$ cat src/rtl/mul_sequencer_if.sv
// Signal bundle between the MUL sequencer, the control unit/register file and the
// sequential 8x8 multiplier. The sequencer takes the slave side.
interface mul_sequencer_if;
    logic       op_valid;
    logic       op_ready;
    logic [7:0] ac_in;
    logic [7:0] x_in;
    logic       mul_start;
    logic [7:0] mul_multiplicand;
    logic [7:0] mul_multiplier;
    logic [7:0] mul_product_low;
    logic [7:0] mul_product_high;
    logic       mul_done;
    logic       ac_we;
    logic [7:0] ac_wdata;
    logic       y_we;
    logic [7:0] y_wdata;
    logic       flag_we;
    logic       flag_n;
    logic       flag_z;
    logic       flag_c;
    logic       stall;
    logic       op_done;
    logic       timeout_err;

    modport master (
        output op_valid, ac_in, x_in, mul_product_low, mul_product_high, mul_done,
        input  op_ready, mul_start, mul_multiplicand, mul_multiplier,
               ac_we, ac_wdata, y_we, y_wdata, flag_we, flag_n, flag_z, flag_c,
               stall, op_done, timeout_err
    );

    modport slave (
        input  op_valid, ac_in, x_in, mul_product_low, mul_product_high, mul_done,
        output op_ready, mul_start, mul_multiplicand, mul_multiplier,
               ac_we, ac_wdata, y_we, y_wdata, flag_we, flag_n, flag_z, flag_c,
               stall, op_done, timeout_err
    );
endinterface

$ cat src/rtl/mul_sequencer.sv
// Issue/writeback sequencer around the sequential multiplier: latches operands,
// starts the multiplier, waits for done under a watchdog and writes the product back.
module mul_sequencer #(
    parameter int TIMEOUT_CYCLES = 15,
    parameter bit WRITE_HIGH     = 1'b1
) (
    input logic         clk,
    input logic         reset,
    mul_sequencer_if.slave bus
);
    typedef enum logic [2:0] {IDLE, ISSUE, WAIT, WB, ERR} state_t;

    localparam logic [7:0] TIMEOUT_LIMIT = 8'(TIMEOUT_CYCLES);

    state_t      state_reg, state_next;
    logic [7:0]  count_reg, count_next;
    logic [7:0]  mcand_reg, mplier_reg;
    logic [15:0] result_reg;
    logic        accept, capture, wb_active;
    logic [7:0]  wdata_lo, wdata_hi;

    assign accept    = (state_reg == IDLE) && bus.op_valid;
    assign capture   = (state_reg == WAIT) && bus.mul_done;
    assign wb_active = (state_reg == WB);

    always_ff @(posedge clk) begin
        if (reset) begin
            state_reg  <= IDLE;
            count_reg  <= 8'd0;
            mcand_reg  <= 8'd0;
            mplier_reg <= 8'd0;
            result_reg <= 16'd0;
        end else begin
            state_reg <= state_next;
            count_reg <= count_next;
            if (accept) begin
                mcand_reg  <= bus.ac_in;
                mplier_reg <= bus.x_in;
            end
            if (capture) begin
                result_reg <= {bus.mul_product_high, bus.mul_product_low};
            end
        end
    end

    // A done pulse in the same cycle the watchdog expires still wins.
    always_comb begin
        state_next = state_reg;
        count_next = count_reg;
        case (state_reg)
            IDLE:  if (bus.op_valid) state_next = ISSUE;
            ISSUE: begin
                count_next = 8'd0;
                state_next = WAIT;
            end
            WAIT: begin
                count_next = count_reg + 8'd1;
                if (bus.mul_done) begin
                    state_next = WB;
                end else if (count_next == TIMEOUT_LIMIT) begin
                    state_next = ERR;
                end
            end
            WB:      state_next = IDLE;
            ERR:     state_next = IDLE;
            default: state_next = IDLE;
        endcase
    end

    // Write data is forced to zero outside writeback so idle outputs read as 0.
    for (genvar gi = 0; gi < 8; gi++) begin : g_wdata
        assign wdata_lo[gi] = result_reg[gi]     & wb_active;
        assign wdata_hi[gi] = result_reg[gi + 8] & wb_active;
    end

    always_comb begin
        bus.op_ready         = (state_reg == IDLE);
        bus.stall            = (state_reg != IDLE);
        bus.mul_start        = (state_reg == ISSUE);
        bus.mul_multiplicand = mcand_reg;
        bus.mul_multiplier   = mplier_reg;
        bus.ac_we            = wb_active;
        bus.flag_we          = wb_active;
        bus.op_done          = wb_active;
        bus.y_we             = wb_active && WRITE_HIGH;
        bus.ac_wdata         = wdata_lo;
        bus.y_wdata          = wdata_hi;
        bus.flag_n           = wdata_lo[7];
        bus.flag_z           = wb_active && (result_reg == 16'd0);
        bus.flag_c           = |wdata_hi;
        bus.timeout_err      = (state_reg == ERR);
    end
endmodule

$ cat src/flat_wrapper.sv
// flat-port wrapper written by rule: the top's interface ports become plain ports
module mul_sequencer_flat 
#(
    parameter int TIMEOUT_CYCLES = 15,
    parameter bit WRITE_HIGH     = 1'b1
)
  (clk, reset, bus_op_valid, bus_ac_in, bus_x_in, bus_mul_product_low, bus_mul_product_high, bus_mul_done, bus_op_ready, bus_mul_start, bus_mul_multiplicand, bus_mul_multiplier, bus_ac_we, bus_ac_wdata, bus_y_we, bus_y_wdata, bus_flag_we, bus_flag_n, bus_flag_z, bus_flag_c, bus_stall, bus_op_done, bus_timeout_err);
  mul_sequencer_if bus_i ();
  input logic clk;
  input logic reset;
  input wire logic [$bits(bus_i.op_valid)-1:0] bus_op_valid;
  input wire logic [$bits(bus_i.ac_in)-1:0] bus_ac_in;
  input wire logic [$bits(bus_i.x_in)-1:0] bus_x_in;
  input wire logic [$bits(bus_i.mul_product_low)-1:0] bus_mul_product_low;
  input wire logic [$bits(bus_i.mul_product_high)-1:0] bus_mul_product_high;
  input wire logic [$bits(bus_i.mul_done)-1:0] bus_mul_done;
  output wire logic [$bits(bus_i.op_ready)-1:0] bus_op_ready;
  output wire logic [$bits(bus_i.mul_start)-1:0] bus_mul_start;
  output wire logic [$bits(bus_i.mul_multiplicand)-1:0] bus_mul_multiplicand;
  output wire logic [$bits(bus_i.mul_multiplier)-1:0] bus_mul_multiplier;
  output wire logic [$bits(bus_i.ac_we)-1:0] bus_ac_we;
  output wire logic [$bits(bus_i.ac_wdata)-1:0] bus_ac_wdata;
  output wire logic [$bits(bus_i.y_we)-1:0] bus_y_we;
  output wire logic [$bits(bus_i.y_wdata)-1:0] bus_y_wdata;
  output wire logic [$bits(bus_i.flag_we)-1:0] bus_flag_we;
  output wire logic [$bits(bus_i.flag_n)-1:0] bus_flag_n;
  output wire logic [$bits(bus_i.flag_z)-1:0] bus_flag_z;
  output wire logic [$bits(bus_i.flag_c)-1:0] bus_flag_c;
  output wire logic [$bits(bus_i.stall)-1:0] bus_stall;
  output wire logic [$bits(bus_i.op_done)-1:0] bus_op_done;
  output wire logic [$bits(bus_i.timeout_err)-1:0] bus_timeout_err;
  assign bus_i.op_valid = bus_op_valid;
  assign bus_i.ac_in = bus_ac_in;
  assign bus_i.x_in = bus_x_in;
  assign bus_i.mul_product_low = bus_mul_product_low;
  assign bus_i.mul_product_high = bus_mul_product_high;
  assign bus_i.mul_done = bus_mul_done;
  assign bus_op_ready = bus_i.op_ready;
  assign bus_mul_start = bus_i.mul_start;
  assign bus_mul_multiplicand = bus_i.mul_multiplicand;
  assign bus_mul_multiplier = bus_i.mul_multiplier;
  assign bus_ac_we = bus_i.ac_we;
  assign bus_ac_wdata = bus_i.ac_wdata;
  assign bus_y_we = bus_i.y_we;
  assign bus_y_wdata = bus_i.y_wdata;
  assign bus_flag_we = bus_i.flag_we;
  assign bus_flag_n = bus_i.flag_n;
  assign bus_flag_z = bus_i.flag_z;
  assign bus_flag_c = bus_i.flag_c;
  assign bus_stall = bus_i.stall;
  assign bus_op_done = bus_i.op_done;
  assign bus_timeout_err = bus_i.timeout_err;
  mul_sequencer #(.TIMEOUT_CYCLES(TIMEOUT_CYCLES), .WRITE_HIGH(WRITE_HIGH)) u_core (.clk(clk), .reset(reset), .bus(bus_i));
endmodule
$ cat config.mk
export PLATFORM = sky130hd
export DESIGN_NAME = mul_sequencer_flat
export DESIGN_NICKNAME = d
export VERILOG_FILES = /design/src/rtl/mul_sequencer_if.sv /design/src/rtl/mul_sequencer.sv /design/src/flat_wrapper.sv
export SDC_FILE = /design/constraint.sdc
export NUM_CORES = 1
export LEC_CHECK = 0
export CORE_MARGIN = 5
export CORE_UTILIZATION = 43
export DETAILED_ROUTE_END_ITERATION = 8
export DONT_BUFFER_PORTS = 1
export GPL_TIMING_DRIVEN = 1
export MAX_ROUTING_LAYER = met4
export PLACE_DENSITY = 0.65
export SLEW_MARGIN = 25
export SYNTH_ARGS = -nofsm -noshare
export SYNTH_HDL_FRONTEND = slang
export SYNTH_SLANG_ARGS = --single-unit
$ cat constraint.sdc
create_clock -name clk -period 1.7 [get_ports clk]
set_input_delay 0.34 -clock clk [delete_from_list [all_inputs] [get_ports clk]]
set_output_delay 0.34 -clock clk [all_outputs]
set_load 0.01 [all_outputs]
==> results.tsv <==
stage	metric	value	unit
synth	synth-warning-count	0	
cts	cts.repair.resized	1	
cts	cts_tree	built	
timing	period_share	95.9	%
synth	syn_nets	314	
cts	insertion_delay	0.29	ns
routing	remaining_drc_errors	0	
synth	synth_edf_count	0	
critical_path	arrival	1.29	ns
cts	postCtsSetupRepairBufs	0	
placed_design	dp_hpwl	3.45	mm
grt	grt_pass1_vias	1728	
critical_path	cp-start-kind	flip-flop	
synth	syn_avg_cell_area	7.66	um2
synth	synth-seq-cells	43	
synth	synth_cell_types	43	
die	core.rowCount	25	
critical_path	crit_type	reg2out	
grt	grt_start_max_net_pins	44	
critical_path	cp_max_fo	19	
grt	grt-ovfl-total	0	
flow_run	drv_cap	0	
layout	stdcell_area	2330	um2
routing	drtAntennaViolNets	0	
cts	clk_pin_slew_worst_paths	0.08	ns
timing	rsz0062_at_grt	yes	
timing	drv_slew	0	
power	peakVddDrop	0.516	mV
critical_path	cp_cell_sequence	buf_4 -> nor2b_1 -> nor2b_2	
timing	max_slew.worst_pin.slew	0.549	ns
timing	finalClockSkew	0.00397	ns
die	fp.dieH	80.1	um
routing	drtIter0Drc	97	
placed_design	placedCellCount	333	
layout	nets	311	
synth	ys_seq_area_share	40.7	%
synth	async_flop_share	0	%
die	pin_count	79	
layout	largest_register_ff_count	16	
timing	timing.slew.headroom	63.4	%
critical_path	worst_setup_path_end_kind	primary output	
cts	cts_buffers	5	
grt	grt_pass1_wl	7.80	mm
die	dieWidth	80.1	um
critical_path	crit_family	simple AND/OR/NAND/NOR gates	
layout	fillers	500	
layout	layout_commonest_cell	nand2_1	
grt	grt_usage	15.5	%
routing	vias	1834	
die	die_area	6420	um2
routing	viasPerCell	5.38	
routing	drt-wirelength-per-cell	14.2	um
synth	synth_top_flop_cell	dfxtp_1	
routing	firstDrtPassIters	4	
grt	antenna_found_initial	0	
timing	clock.fmax	0.613	GHz
timing	min_period	1.63	ns
critical_path	cpPeakStageDelay	0.35	ns
cts	clockBufferDepth	2	
power	power	2.32	mW
cts	root_buffer	clkbuf_8	
placed_design	gp_congestion	0.833	
synth	yosys-top-cells-area	dfxtp_1 (41%), nand2_1 (14%), a21oi_1 (9.7%), and2_1 (5.6%), o21ai_0 (2.4%)	
cts	hold_buffers	0	
die	core-area	4750	um2
critical_path	crit_path_top_delay_cell	dfxtp_2	
timing	hold_viol_final	0	
synth	syn-cell-area	2110	um2
placed_design	portBuffers	0	
cts	cts.sinks	43	
layout	syn2layout_area_growth	10.2	%
cts	htreeDepth	2	
power	power_density	996	nW/um2
layout	layout_common_cells	nand2_1 (78), a21oi_1 (41), dfxtp_1 (41)	
synth	syn_inst	276	
placed_design	place_area	2160	um2
power	power_leakage	0.841	nW
critical_path	critical_path_buf_inv_count	1	
critical_path	cp_data_required_time	1.36	ns
timing	setup_viol	0	
routing	wl	4.85	mm
layout	layout-drive-gt1-share	13.1	%
layout	fin_cells	341	
worst_hold_path	hold_class	in2reg	
synth	synth_top_area_cell	dfxtp_1	
synth	synth_top_area_share	40.7	%
layout	diodes	0	
status	status	finished, final reports clean	
die	initial_core_util	44.5	%
==> report_power, final <==
group	internal (mW)	switching [mW]
registers	1.06	0.0506
logic	0.113	0.172
clock network	0.587	0.337
==> worst paths after layout <==
kind / endpoint / cells past startpoint / slack, ns / start
max: bus_mul_start / 3 / 0.07 / u_core.state_reg[0]
min: u_core.bus.mul_multiplier[1] / 1 / 0.11 / reset
max reg2reg: u_core.state_reg[1] / 5 / 0.13 / u_core.count_reg[0]
min reg2reg: u_core.result_reg[0] / 2 / 0.47 / u_core.result_reg[0]
==> through the flow <==
| stage | setup TNS [ns] | worst slack (ns) | util [%] | hold WS [ns] |
|---|---|---|---|---|
| 6_report | 0 | 0.0693 | 49.0 | 0.110 |
| 5_1_grt | -0.000527 | -0.000527 | 49.0 | 0.0945 |
| 4_1_cts | 0 | 0.00224 | 48.3 | 0.0952 |
| 3_5_place_dp | 0 | 0.139 | 45.4 | 0.416 |
| 3_3_place_gp | 0 | 0.179 | 45.4 | 0.414 |
| 2_1_floorplan | 0 | 0.0245 | - | 0.444 |
==> cell type report <==
cell class | instances | area (um2) | area share [%]
clock buffers | 6 | 72.6 | 3.11
clock inverters | 2 | 60.1 | 2.58
inverters | 2 | 7.51 | 0.322
multi-input cells | 207 | 1130 | 48.7
flip-flops and latches | 43 | 863 | 37.1
well taps | 67 | 83.8 | 3.60
repair buffers | 14 | 109 | 4.67
==> synth_stat cells, types with 3 or more instances <==
cell type / count
and2_1: 19
a21oi_1: 41
o21ai_0: 10
nand3_1: 4
buf_2: 6
nor2_1: 7
nor4_1: 5
clkbuf_1: 7
dfxtp_1: 43
a41oi_1: 3
buf_4: 6
nand2_1: 78
nor2b_1: 3
buf_6: 3
nand2b_1: 4
==> metal layers <==
| layer | GRT usage (%) | vias to the layer above | share of wire [%] |
|---|---|---|---|
| met5 | - | - | 0 |
| met3 | 4.15 | 6 | 8.3 |
| met1 | 19.1 | 839 | 44 |
| li1 | - | 923 | - |
| met4 | 4.73 | 0 | 1.1 |
| met2 | 24.9 | 66 | 46 |
==> logic make-up (layout without fill, tap and decap cells) <==
group | Yosys count | after routing | share of synthesized area (%)
compound gates | 67 | 67 | 18.8
xor+xnor | 1 | 1 | 0.414
fa+ha+maj | 2 | 2 | 1.18
buf+inv | 26 | 24 | 7.10
flops | 43 | 43 | 40.7
mux | 2 | 2 | 0.947
simple gates | 135 | 135 | 30.8
Power figures use the tool's default switching activity.
